[src/rtl/hsiao_pkg.sv]
// Shared definitions for the Hsiao (13,8) SEC-DED scrubber: field widths,
// data-column syndromes and the controller state encoding.
package hsiao_pkg;

    localparam int CW_W   = 13;
    localparam int DATA_W = 8;
    localparam int PAR_W  = 5;

    // Index i holds the syndrome produced by a flip of data bit i (codeword bit i+5).
    localparam logic [PAR_W-1:0] H_COL [DATA_W] = '{
        5'b00111, 5'b01110, 5'b01101, 5'b01011,
        5'b10011, 5'b10101, 5'b10110, 5'b11001
    };

    typedef enum logic [2:0] {
        ST_IDLE,
        ST_WAIT,
        ST_RD_REQ,
        ST_RD_WAIT,
        ST_CHECK,
        ST_WR_REQ,
        ST_NEXT
    } scrub_state_e;

endpackage

[src/rtl/hsiao_scrub_controller_if.sv]
// Shared memory port as seen by one requester; the arbiter grant arrives on mem_gnt.
interface hsiao_scrub_controller_if #(
    parameter int ADDR_W = 8
);
    logic                        mem_req;
    logic                        mem_we;
    logic [ADDR_W-1:0]           mem_addr;
    logic [hsiao_pkg::CW_W-1:0]  mem_wdata;
    logic                        mem_gnt;
    logic                        mem_rvalid;
    logic [hsiao_pkg::CW_W-1:0]  mem_rdata;

    modport master (
        output mem_req, mem_we, mem_addr, mem_wdata,
        input  mem_gnt, mem_rvalid, mem_rdata
    );

    modport slave (
        input  mem_req, mem_we, mem_addr, mem_wdata,
        output mem_gnt, mem_rvalid, mem_rdata
    );
endinterface

[src/rtl/hsiao_code_encoder.sv]
// Combinational Hsiao parity generator: XOR of the column syndromes of all set data bits.
module hsiao_code_encoder
    import hsiao_pkg::*;
(
    input  logic [DATA_W-1:0] data,
    output logic [PAR_W-1:0]  parity
);

    logic [PAR_W-1:0] term [DATA_W];

    generate
        for (genvar gi = 0; gi < DATA_W; gi++) begin : g_term
            assign term[gi] = data[gi] ? H_COL[gi] : '0;
        end
    endgenerate

    always_comb begin
        parity = '0;
        for (int i = 0; i < DATA_W; i++) begin
            parity = parity ^ term[i];
        end
    end

endmodule

[src/rtl/hsiao_syndrome_decoder.sv]
// Combinational SEC-DED decode of one codeword: syndrome, classification and
// the repaired codeword (data bit flipped if a column matched, parity re-encoded).
module hsiao_syndrome_decoder
    import hsiao_pkg::*;
(
    input  logic [CW_W-1:0]  codeword,
    output logic [PAR_W-1:0] syndrome,
    output logic [CW_W-1:0]  corrected,
    output logic             correctable,
    output logic             uncorrectable
);

    logic [DATA_W-1:0] data_in;
    logic [PAR_W-1:0]  check_par;
    logic [DATA_W-1:0] col_hit;
    logic [DATA_W-1:0] fixed_data;
    logic [PAR_W-1:0]  fixed_par;
    logic              single_par;

    assign data_in = codeword[CW_W-1:PAR_W];

    hsiao_code_encoder u_enc_check (
        .data   (data_in),
        .parity (check_par)
    );

    assign syndrome = codeword[PAR_W-1:0] ^ check_par;

    generate
        for (genvar gi = 0; gi < DATA_W; gi++) begin : g_col
            assign col_hit[gi] = (syndrome == H_COL[gi]);
        end
    endgenerate

    // All columns have weight 3, so a column hit already implies odd weight.
    assign single_par    = ($countones(syndrome) == 1);
    assign correctable   = single_par || (|col_hit);
    assign uncorrectable = (syndrome != '0) && !correctable;
    assign fixed_data    = data_in ^ col_hit;

    hsiao_code_encoder u_enc_fix (
        .data   (fixed_data),
        .parity (fixed_par)
    );

    assign corrected = {fixed_data, fixed_par};

endmodule

[src/rtl/hsiao_scrub_controller.sv]
// Background scrubber: walks the memory, repairs single-bit errors in place and
// logs/counts uncorrectable words, sharing the memory port through req/gnt.
module hsiao_scrub_controller
    import hsiao_pkg::*;
#(
    parameter int ADDR_W     = 8,
    parameter int DEPTH      = 256,
    parameter int INTERVAL_W = 16,
    parameter int CNT_W      = 16
) (
    input  logic                  clk,
    input  logic                  rst_n,
    input  logic                  enable,
    input  logic [INTERVAL_W-1:0] interval,
    hsiao_scrub_controller_if.master bus,
    output logic                  err_valid,
    output logic [ADDR_W-1:0]     err_addr,
    output logic                  err_uncorr,
    output logic [CNT_W-1:0]      corr_cnt,
    output logic [CNT_W-1:0]      uncorr_cnt,
    output logic                  pass_done,
    output logic                  busy
);

    localparam logic [ADDR_W-1:0] LAST_ADDR = ADDR_W'(DEPTH - 1);

    scrub_state_e          state_reg, state_next;
    logic [ADDR_W-1:0]     addr_reg;
    logic [INTERVAL_W-1:0] wait_cnt_reg;
    logic [CW_W-1:0]       cw_reg;
    logic [CW_W-1:0]       wdata_reg;
    logic                  err_valid_reg;
    logic [ADDR_W-1:0]     err_addr_reg;
    logic                  err_uncorr_reg;
    logic [CNT_W-1:0]      corr_cnt_reg;
    logic [CNT_W-1:0]      uncorr_cnt_reg;
    logic                  pass_done_reg;

    logic [PAR_W-1:0]      syndrome;
    logic [CW_W-1:0]       corrected;
    logic                  correctable;
    logic                  uncorrectable;
    logic                  load_wait;

    hsiao_syndrome_decoder u_dec (
        .codeword      (cw_reg),
        .syndrome      (syndrome),
        .corrected     (corrected),
        .correctable   (correctable),
        .uncorrectable (uncorrectable)
    );

    always_ff @(posedge clk or negedge rst_n) begin
        if (!rst_n) begin
            state_reg <= ST_IDLE;
        end else begin
            state_reg <= state_next;
        end
    end

    // A zero interval skips WAIT entirely so back-to-back words have no idle cycle.
    always_comb begin
        state_next = state_reg;
        case (state_reg)
            ST_IDLE: begin
                if (enable) begin
                    state_next = (interval == '0) ? ST_RD_REQ : ST_WAIT;
                end
            end
            ST_WAIT: begin
                if (!enable) begin
                    state_next = ST_IDLE;
                end else if (wait_cnt_reg <= INTERVAL_W'(1)) begin
                    state_next = ST_RD_REQ;
                end
            end
            ST_RD_REQ:  if (bus.mem_gnt)    state_next = ST_RD_WAIT;
            ST_RD_WAIT: if (bus.mem_rvalid) state_next = ST_CHECK;
            ST_CHECK:   state_next = correctable ? ST_WR_REQ : ST_NEXT;
            ST_WR_REQ:  if (bus.mem_gnt)    state_next = ST_NEXT;
            ST_NEXT: begin
                if (!enable) begin
                    state_next = ST_IDLE;
                end else begin
                    state_next = (interval == '0) ? ST_RD_REQ : ST_WAIT;
                end
            end
            default: state_next = ST_IDLE;
        endcase
    end

    assign load_wait = (state_next == ST_WAIT) && (state_reg != ST_WAIT);

    always_ff @(posedge clk or negedge rst_n) begin
        if (!rst_n) begin
            addr_reg       <= '0;
            wait_cnt_reg   <= '0;
            cw_reg         <= '0;
            wdata_reg      <= '0;
            err_valid_reg  <= 1'b0;
            err_addr_reg   <= '0;
            err_uncorr_reg <= 1'b0;
            corr_cnt_reg   <= '0;
            uncorr_cnt_reg <= '0;
            pass_done_reg  <= 1'b0;
        end else begin
            err_valid_reg <= 1'b0;
            pass_done_reg <= 1'b0;

            if (load_wait) begin
                wait_cnt_reg <= interval;
            end else if (state_reg == ST_WAIT) begin
                wait_cnt_reg <= wait_cnt_reg - INTERVAL_W'(1);
            end

            if ((state_reg == ST_RD_WAIT) && bus.mem_rvalid) begin
                cw_reg <= bus.mem_rdata;
            end

            if ((state_reg == ST_CHECK) && (syndrome != '0)) begin
                err_valid_reg  <= 1'b1;
                err_addr_reg   <= addr_reg;
                err_uncorr_reg <= uncorrectable;
                if (correctable) begin
                    wdata_reg <= corrected;
                    if (corr_cnt_reg != '1) corr_cnt_reg <= corr_cnt_reg + CNT_W'(1);
                end else begin
                    if (uncorr_cnt_reg != '1) uncorr_cnt_reg <= uncorr_cnt_reg + CNT_W'(1);
                end
            end

            if (state_reg == ST_NEXT) begin
                if (addr_reg == LAST_ADDR) begin
                    addr_reg      <= '0;
                    pass_done_reg <= 1'b1;
                end else begin
                    addr_reg <= addr_reg + ADDR_W'(1);
                end
            end
        end
    end

    // Request lines decode straight from state so reset drops mem_req immediately.
    assign bus.mem_req   = (state_reg == ST_RD_REQ) || (state_reg == ST_WR_REQ);
    assign bus.mem_we    = (state_reg == ST_WR_REQ);
    assign bus.mem_addr  = addr_reg;
    assign bus.mem_wdata = wdata_reg;

    assign err_valid  = err_valid_reg;
    assign err_addr   = err_addr_reg;
    assign err_uncorr = err_uncorr_reg;
    assign corr_cnt   = corr_cnt_reg;
    assign uncorr_cnt = uncorr_cnt_reg;
    assign pass_done  = pass_done_reg;
    assign busy       = (state_reg != ST_IDLE);

endmodule

[src/flat_wrapper.sv]
// flat-port wrapper written by rule: the top's interface ports become plain ports
module hsiao_scrub_controller_flat import hsiao_pkg::*;
#(
    parameter int ADDR_W     = 8,
    parameter int DEPTH      = 256,
    parameter int INTERVAL_W = 16,
    parameter int CNT_W      = 16
)
  (clk, rst_n, enable, interval, err_valid, err_addr, err_uncorr, corr_cnt, uncorr_cnt, pass_done, busy, bus_mem_req, bus_mem_we, bus_mem_addr, bus_mem_wdata, bus_mem_gnt, bus_mem_rvalid, bus_mem_rdata);
  hsiao_scrub_controller_if #(.ADDR_W(ADDR_W)) bus_i ();
  input  logic clk;
  input  logic rst_n;
  input  logic enable;
  input  logic [INTERVAL_W-1:0] interval;
  output logic err_valid;
  output logic [ADDR_W-1:0] err_addr;
  output logic err_uncorr;
  output logic [CNT_W-1:0] corr_cnt;
  output logic [CNT_W-1:0] uncorr_cnt;
  output logic pass_done;
  output logic busy;
  output wire logic [$bits(bus_i.mem_req)-1:0] bus_mem_req;
  output wire logic [$bits(bus_i.mem_we)-1:0] bus_mem_we;
  output wire logic [$bits(bus_i.mem_addr)-1:0] bus_mem_addr;
  output wire logic [$bits(bus_i.mem_wdata)-1:0] bus_mem_wdata;
  input wire logic [$bits(bus_i.mem_gnt)-1:0] bus_mem_gnt;
  input wire logic [$bits(bus_i.mem_rvalid)-1:0] bus_mem_rvalid;
  input wire logic [$bits(bus_i.mem_rdata)-1:0] bus_mem_rdata;
  assign bus_mem_req = bus_i.mem_req;
  assign bus_mem_we = bus_i.mem_we;
  assign bus_mem_addr = bus_i.mem_addr;
  assign bus_mem_wdata = bus_i.mem_wdata;
  assign bus_i.mem_gnt = bus_mem_gnt;
  assign bus_i.mem_rvalid = bus_mem_rvalid;
  assign bus_i.mem_rdata = bus_mem_rdata;
  hsiao_scrub_controller #(.ADDR_W(ADDR_W), .DEPTH(DEPTH), .INTERVAL_W(INTERVAL_W), .CNT_W(CNT_W)) u_core (.clk(clk), .rst_n(rst_n), .enable(enable), .interval(interval), .bus(bus_i), .err_valid(err_valid), .err_addr(err_addr), .err_uncorr(err_uncorr), .corr_cnt(corr_cnt), .uncorr_cnt(uncorr_cnt), .pass_done(pass_done), .busy(busy));
endmodule
[config.mk]
export PLATFORM = sky130hd
export DESIGN_NAME = hsiao_scrub_controller_flat
export DESIGN_NICKNAME = d
export VERILOG_FILES = /design/src/rtl/hsiao_pkg.sv /design/src/rtl/hsiao_scrub_controller_if.sv /design/src/rtl/hsiao_code_encoder.sv /design/src/rtl/hsiao_syndrome_decoder.sv /design/src/rtl/hsiao_scrub_controller.sv /design/src/flat_wrapper.sv
export SDC_FILE = /design/constraint.sdc
export NUM_CORES = 1
export LEC_CHECK = 0
export BUFFER_PORTS_ARGS = -buffer_cell sky130_fd_sc_hd__buf_2
export CORE_MARGIN = 5
export CORE_UTILIZATION = 27
export DETAILED_ROUTE_END_ITERATION = 12
export GPL_ROUTABILITY_DRIVEN = 0
export PLACE_DENSITY = 0.54
export SYNTH_ARGS = -nofsm -noshare
export SYNTH_HDL_FRONTEND = slang
export SYNTH_SLANG_ARGS = --single-unit
[constraint.sdc]
create_clock -name clk -period 4.7 [get_ports clk]
set_clock_uncertainty 0.15 [all_clocks]
set_input_delay 1.41 -clock clk [delete_from_list [all_inputs] [get_ports clk]]
set_output_delay 1.41 -clock clk [all_outputs]
set_load 0.01 [all_outputs]
# After elaboration in Yosys (flattened, before gate mapping)
# Index checks and enable logic that the tools add are counted.
# totals
register_bits	96
latch_bits	0
mem_bits_rw	0
romBits	0
out_inout_bits	67
word_cells	105
mem_count	0
# op_classes
n_addsub	8
multipliers	0
n_div	0
n_lt_le_gt_ge	1
eq_ne	20
shift	0
muxes	32
n_bitwise	17
reduce_logical	16
# ops
cell	n
bitwise XOR 5 bit	14
2-to-1 mux 5 bit	8
adder 16 x 1 -> 16 bit (second input constant)	2
2-to-1 mux 16 bit	2
!= test 16 bit (second input constant)	2
2-to-1 mux 3 bit	9
2-to-1 mux 4 bit	6
case mux 3 bit (7 select lines)	1
== test 5 bit (second input constant)	4
<= comparator 16 x 1 -> 1 bit (second input constant)	1
zero test 16 bit	1
subtractor 16 x 1 -> 16 bit (second input constant)	1
== test 5 x 4 -> 1 bit (second input constant)	3
== test 3 bit (second input constant)	3
adder 8 x 1 -> 8 bit (second input constant)	1
== test 8 bit (second input constant)	1
2-to-1 mux 8 bit	1
OR reduction 8 bit	1
bitwise XOR 8 bit	1
== test 3 x 1 -> 1 bit (second input constant)	2
== test 3 x 2 -> 1 bit (second input constant)	2
AND reduction 3 bit	2
== test 5 x 3 -> 1 bit (second input constant)	1
nonzero test 5 bit	1
other kinds (16)	24

# Depth between registers and ports, before layout
# depth
word_depth	19
mapped_depth	15

# By module
# From an unflattened synthesis, not the netlist that was laid out.
# hier_totals
hier_cells	469
hier_area_um2	5246.3
# modules_own_cells
module	instances	cells_per_inst	area_per_inst_um2	seq_area_each_um2
hsiao_scrub_controller	1	398	4558.1	2402.3
hsiao_syndrome_decoder	1	47	395.4	0.0
hsiao_code_encoder	2	12	146.4	0.0

# Worst setup path after synthesis
# OpenSTA, ideal clock, no wires.
# synth_path
path_kind	flip-flop to flip-flop
from	register u_core.cw_reg[5]
to	register u_core.wdata_reg[2] (netlist: u_core.bus.mem_wdata[2])
setup_ps	128
arrival_time_ps	3630
required_time_ps	4422
setup_slack_ps	793
stages_incl_launch_ff	14
path_buffers	2
cell_sequence	dfrtp_1 > xnor3_1 > xor2_1 > inv_1 > fa_1 > inv_1 > fa_1 > ha_1 > nor2_1 > a221oi_4 > nor2b_1 > clkbuf_1 > buf_2 > mux2_1
# synth_via
elab_chain_cells	19
# synth_lines
element	line_no	text
from (decl)	hsiao_scrub_controller.sv:30	logic [CW_W-1:0] cw_reg;
from (signal assigned)	hsiao_scrub_controller.sv:117	cw_reg <= bus.mem_rdata;
branches (longest 19 deep; another with adder 3 x 1 -> 4 bit)	-	
to (signal assigned)	hsiao_scrub_controller.sv:125	wdata_reg <= corrected;
to (decl)	hsiao_scrub_controller.sv:31	logic [CW_W-1:0] wdata_reg;
# Several ways; the timed one is not identified.
# A chain may end at the register's enable or synchronous reset.

# Worst setup path after layout
# layout_path
from	register u_core.cw_reg[9]
to	register u_core.uncorr_cnt_reg[1] (netlist: u_core.uncorr_cnt[1])
# layout_via
elab_chain_cells	13
# layout_lines
element	line_no	text
2-to-1 mux 5 bit (*)	hsiao_code_encoder.sv:13	assign term[gi] = data[gi] ? H_COL[gi] : '0;
bitwise XOR 5 bit (*) (4 in a row)	hsiao_code_encoder.sv:20	parity = parity ^ term[i];
bitwise XOR 5 bit (*)	hsiao_syndrome_decoder.sv:27	assign syndrome = codeword[PAR_W-1:0] ^ check_par;
adder 1 x 1 -> 2 bit (implied by the code)	hsiao_syndrome_decoder.sv:36	assign single_par = ($countones(syndrome) == 1);
adder 2 x 2 -> 3 bit (implied by the code)	hsiao_syndrome_decoder.sv:36	
adder 3 x 1 -> 4 bit (implied by the code)	hsiao_syndrome_decoder.sv:36	
== test 4 x 1 -> 1 bit	hsiao_syndrome_decoder.sv:36	
logical OR 1 bit	hsiao_syndrome_decoder.sv:37	assign correctable = single_par || (|col_hit);
inverter 1 bit (no source line)	-	
AND reduction 3 bit (no source line) (*)	-	
to (signal assigned)	hsiao_scrub_controller.sv:128	if (uncorr_cnt_reg != '1) uncorr_cnt_reg <= uncorr_cnt_reg + CNT_W'(1);
to (decl)	hsiao_scrub_controller.sv:36	logic [CNT_W-1:0] uncorr_cnt_reg;
# Mark *: on every way between the ends. The rest lies on a longest branch, timed or not.

==> run metrics <==
Clk network pwr share=13.7%; number of DRC markers in iteration 0=between 200 and 250; Synth Cell Area=0.00502 mm2; vias post-DR=3868; Synth Area in Adders=approximately 3.3%; Die Height=146 um; Worst EP arrival=4.33 ns; Synth area leaders=dfrtp_1, xnor2_1, mux2_2; leakage=2.94 nW; post_cts resized=0; global route hottest layer=met2; post-route ant nets=0; HP Class=flip-flop to flip-flop; vias in the first global route=3851; min Tclk post-route=between 4 and 5 ns; syn avg cell area=10.9 um2; Post-Synth Simple-Gate Area=16.1%; DIE AREA=approximately 0.021 mm2; core footprint=around 0.018 mm2; Synth Flop Type=dfrtp_1; drt wl/cell=15.3 um; post-route clock period utilization=90.3%; CP endpoint kind=flip-flop; Reg power frac=22.8%; DRC errors left=0; area leader, netlist=dfrtp_1; status=completed; complex-gate fraction of the synthesized area=8.27%; met3 GRT Util=approximately 3.5%; synth warn=0; # IOs=between 100 and 150; postcts setup bufs=0; Die X=146 um; post-synthesis cell count=462; HPWL after DPL=9.10 mm; register bit total from synthesis=96; cell row count=a little under 50; Clock transition at path regs=around 0.070 ns; gr ovfl total=0; NetSw=0.00246 W; post-synth top area share=47.8%; CTS tree=yes; Final #Nets=610; post-synthesis mux area share=6.77%; drt first pass iters=4; CTS buffer count=9; FFs w/ async S/R, synth=between 90% and 100%; Fmax=0.236 GHz; final core occ=33.6%; register area share after synthesis=47.8%; CTS H-Tree Depth=3; first-pass GRT wire length=20.2 mm; final setup TNS=0 ns; startpoint types=flip-flop; met1 Use GR=15.9%; Final Hold Fails=0; P&R area growth vs syn=21.2%; Crit Path Class=flip-flop to flip-flop; initial core utilization=roughly 28%; final setup fails=0; Post-Route WL=about 12 mm; initial antenna violation count=0; met2 usage=17.7%; Internal=0.00294 W; layout cells sized above 1=approximately 28%; RSZ-0062 raised after global routing=false; Sw Share=between 40% and 50%; combinational share of power=63.5%; number of synthesized flops with an enable pin=0; Fillers=1861; worst slack at placement=0.429 ns; main combinational cell family by area after synthesis=simple AND/OR/NAND/NOR gates; worst vdd ir=between 0.5 and 0.6 mV; synth unique cells=57; relative slew slack=31.7%; largest net degree at the start of global routing=75; Longest Clk Path Bufs=2; Total GRT Usage=11.6%; fin worst setup slack=roughly 0.46 ns; clock root buffer master=clkbuf_16; pwr/cell area=887 mW/mm2; clock sinks=96; Critical Path RT=4.79 ns; worst-margin pin slew=1.02 ns; Crit Path Max Fanout=16; xor and xnor area share after synthesis=15.1%; Post-CTS Hold Fix Bufs=0; MaxCap Viol Count=0; Antenna Diode Count=0; Max Slew Vio Count=0; Clk Latency, worst-skew pair=0.35 ns; port bufs=100; syn_nets=508; vias per cell=4.85
[routing by layer]
metal	vias to the layer above	share of wire [%]
met4	0	1.3
met1	1924	47
li1	1840	-
met2	94	46
met3	10	5.6
met5	-	0
[through the flow]
step	cell area (um2)	total power (W)	std cells	hold WS [ns]
3_3_place_gp	5800	0.00464	782	0.318
2_1_floorplan	5020	0.00383	462	0.341
4_1_cts	6090	0.00549	798	0.335
3_5_place_dp	5800	0.00472	782	0.323
6_report	6090	0.00540	798	0.331
5_1_grt	6090	0.00591	798	0.363
[kinds of logic after synthesis]
kind of cell / count (synthesis)
compound gates: 59
xor+xnor: 75
fa+ha+maj: 12
buf+inv: 31
flops: 96
mux: 30
simple gates: 159
[cell usage in the layout, fill, tap and decap left out, types with 2 or more instances in the layout]
| cell | n |
|---|---|
| xnor3_1 | 3 |
| fa_1 | 2 |
| and2_1 | 4 |
| nor2b_1 | 3 |
| dfrtp_1 | 96 |
| nand3_1 | 22 |
| nor2_1 | 41 |
| ha_1 | 10 |
| buf_4 | 9 |
| a21oi_1 | 18 |
| clkbuf_16 | 9 |
| or3_1 | 2 |
| clkinv_2 | 2 |
| nor3_1 | 4 |
| o211ai_1 | 8 |
| nor4_1 | 7 |
| and4_1 | 6 |
| inv_2 | 2 |
| o311ai_0 | 7 |
| mux2_1 | 2 |
| a32oi_1 | 2 |
| nand2b_1 | 5 |
| a221o_1 | 2 |
| clkbuf_1 | 2 |
| o221ai_1 | 2 |
| nand2_1 | 34 |
| buf_2 | 99 |
| nand4_1 | 15 |
| xnor2_1 | 49 |
| and3_1 | 9 |
| o21ai_0 | 8 |
| mux2_2 | 26 |
| inv_1 | 12 |
| xor2_1 | 19 |
[cell usage after synthesis (all sizes together) (3+ instances only)]
master	n
xor2	20
dfrtp	96
o21ai	9
and3	9
nand3	22
nor2	41
mux2	29
ha	10
nand2b	5
o311ai	7
clkbuf	10
o211ai	8
nand2	34
and4	6
nor3	4
a21oi	18
xnor2	51
nand4	15
buf	7
xnor3	3
inv	14
and2	4
nor2b	3
nor4	7
[critical path, stage by stage (launching register included)]
cell      delay, ns
dfrtp_1        0.45
xor2_1         0.36
xnor2_1        0.19
xor2_1         0.25
inv_1          0.13
fa_1           0.52
inv_1          0.05
fa_1           0.41
ha_1           0.29
nor2_1         0.07
a221oi_4       0.33
and3_1         0.55
mux2_2         0.39
[path summary, 6_finish.rpt]
check                                               start                                  end  slack, ns  cells after the start
max                          u_core.cw_reg[9]$_DFFE_PN0P_     u_core.uncorr_cnt[1]$_DFFE_PN0P_       0.46                     12
min                        u_core.corr_cnt[5]$_DFFE_PN0P_       u_core.corr_cnt[5]$_DFFE_PN0P_       0.33                      1
max reg2reg                  u_core.cw_reg[9]$_DFFE_PN0P_     u_core.uncorr_cnt[1]$_DFFE_PN0P_       0.46                     12
min reg2reg                u_core.corr_cnt[5]$_DFFE_PN0P_       u_core.corr_cnt[5]$_DFFE_PN0P_       0.33                      1
max in group asynchronous                           rst_n  u_core.bus.mem_wdata[2]$_DFFE_PN0P_       2.54                      2
min in group asynchronous                           rst_n     u_core.uncorr_cnt[3]$_DFFE_PN0P_       1.08                      1
[power groups by stage]
stage                     Clock, W  Sequential (W)  Combinational (W)
after floorplan                  0         0.00122            0.00261
after global routing      0.000804         0.00127            0.00384
after global placement           0         0.00124            0.00340
after CTS                 0.000769         0.00123            0.00349
final                     0.000740         0.00123            0.00343
after detailed placement         0         0.00124            0.00347
[final cells by class]
class / count / area, um2 / share of cell area, %
Clock buffer: 11 / 233 / 3.82
Clock inverter: 5 / 56.3 / 0.925
Inverter: 14 / 52.6 / 0.863
Multi-Input combinational cell: 335 / 2500 / 41.0
Sequential cell: 96 / 2400 / 39.4
Tap cell: 229 / 287 / 4.71
Timing Repair Buffer: 108 / 563 / 9.25
(Power assumes the default switching activity.)
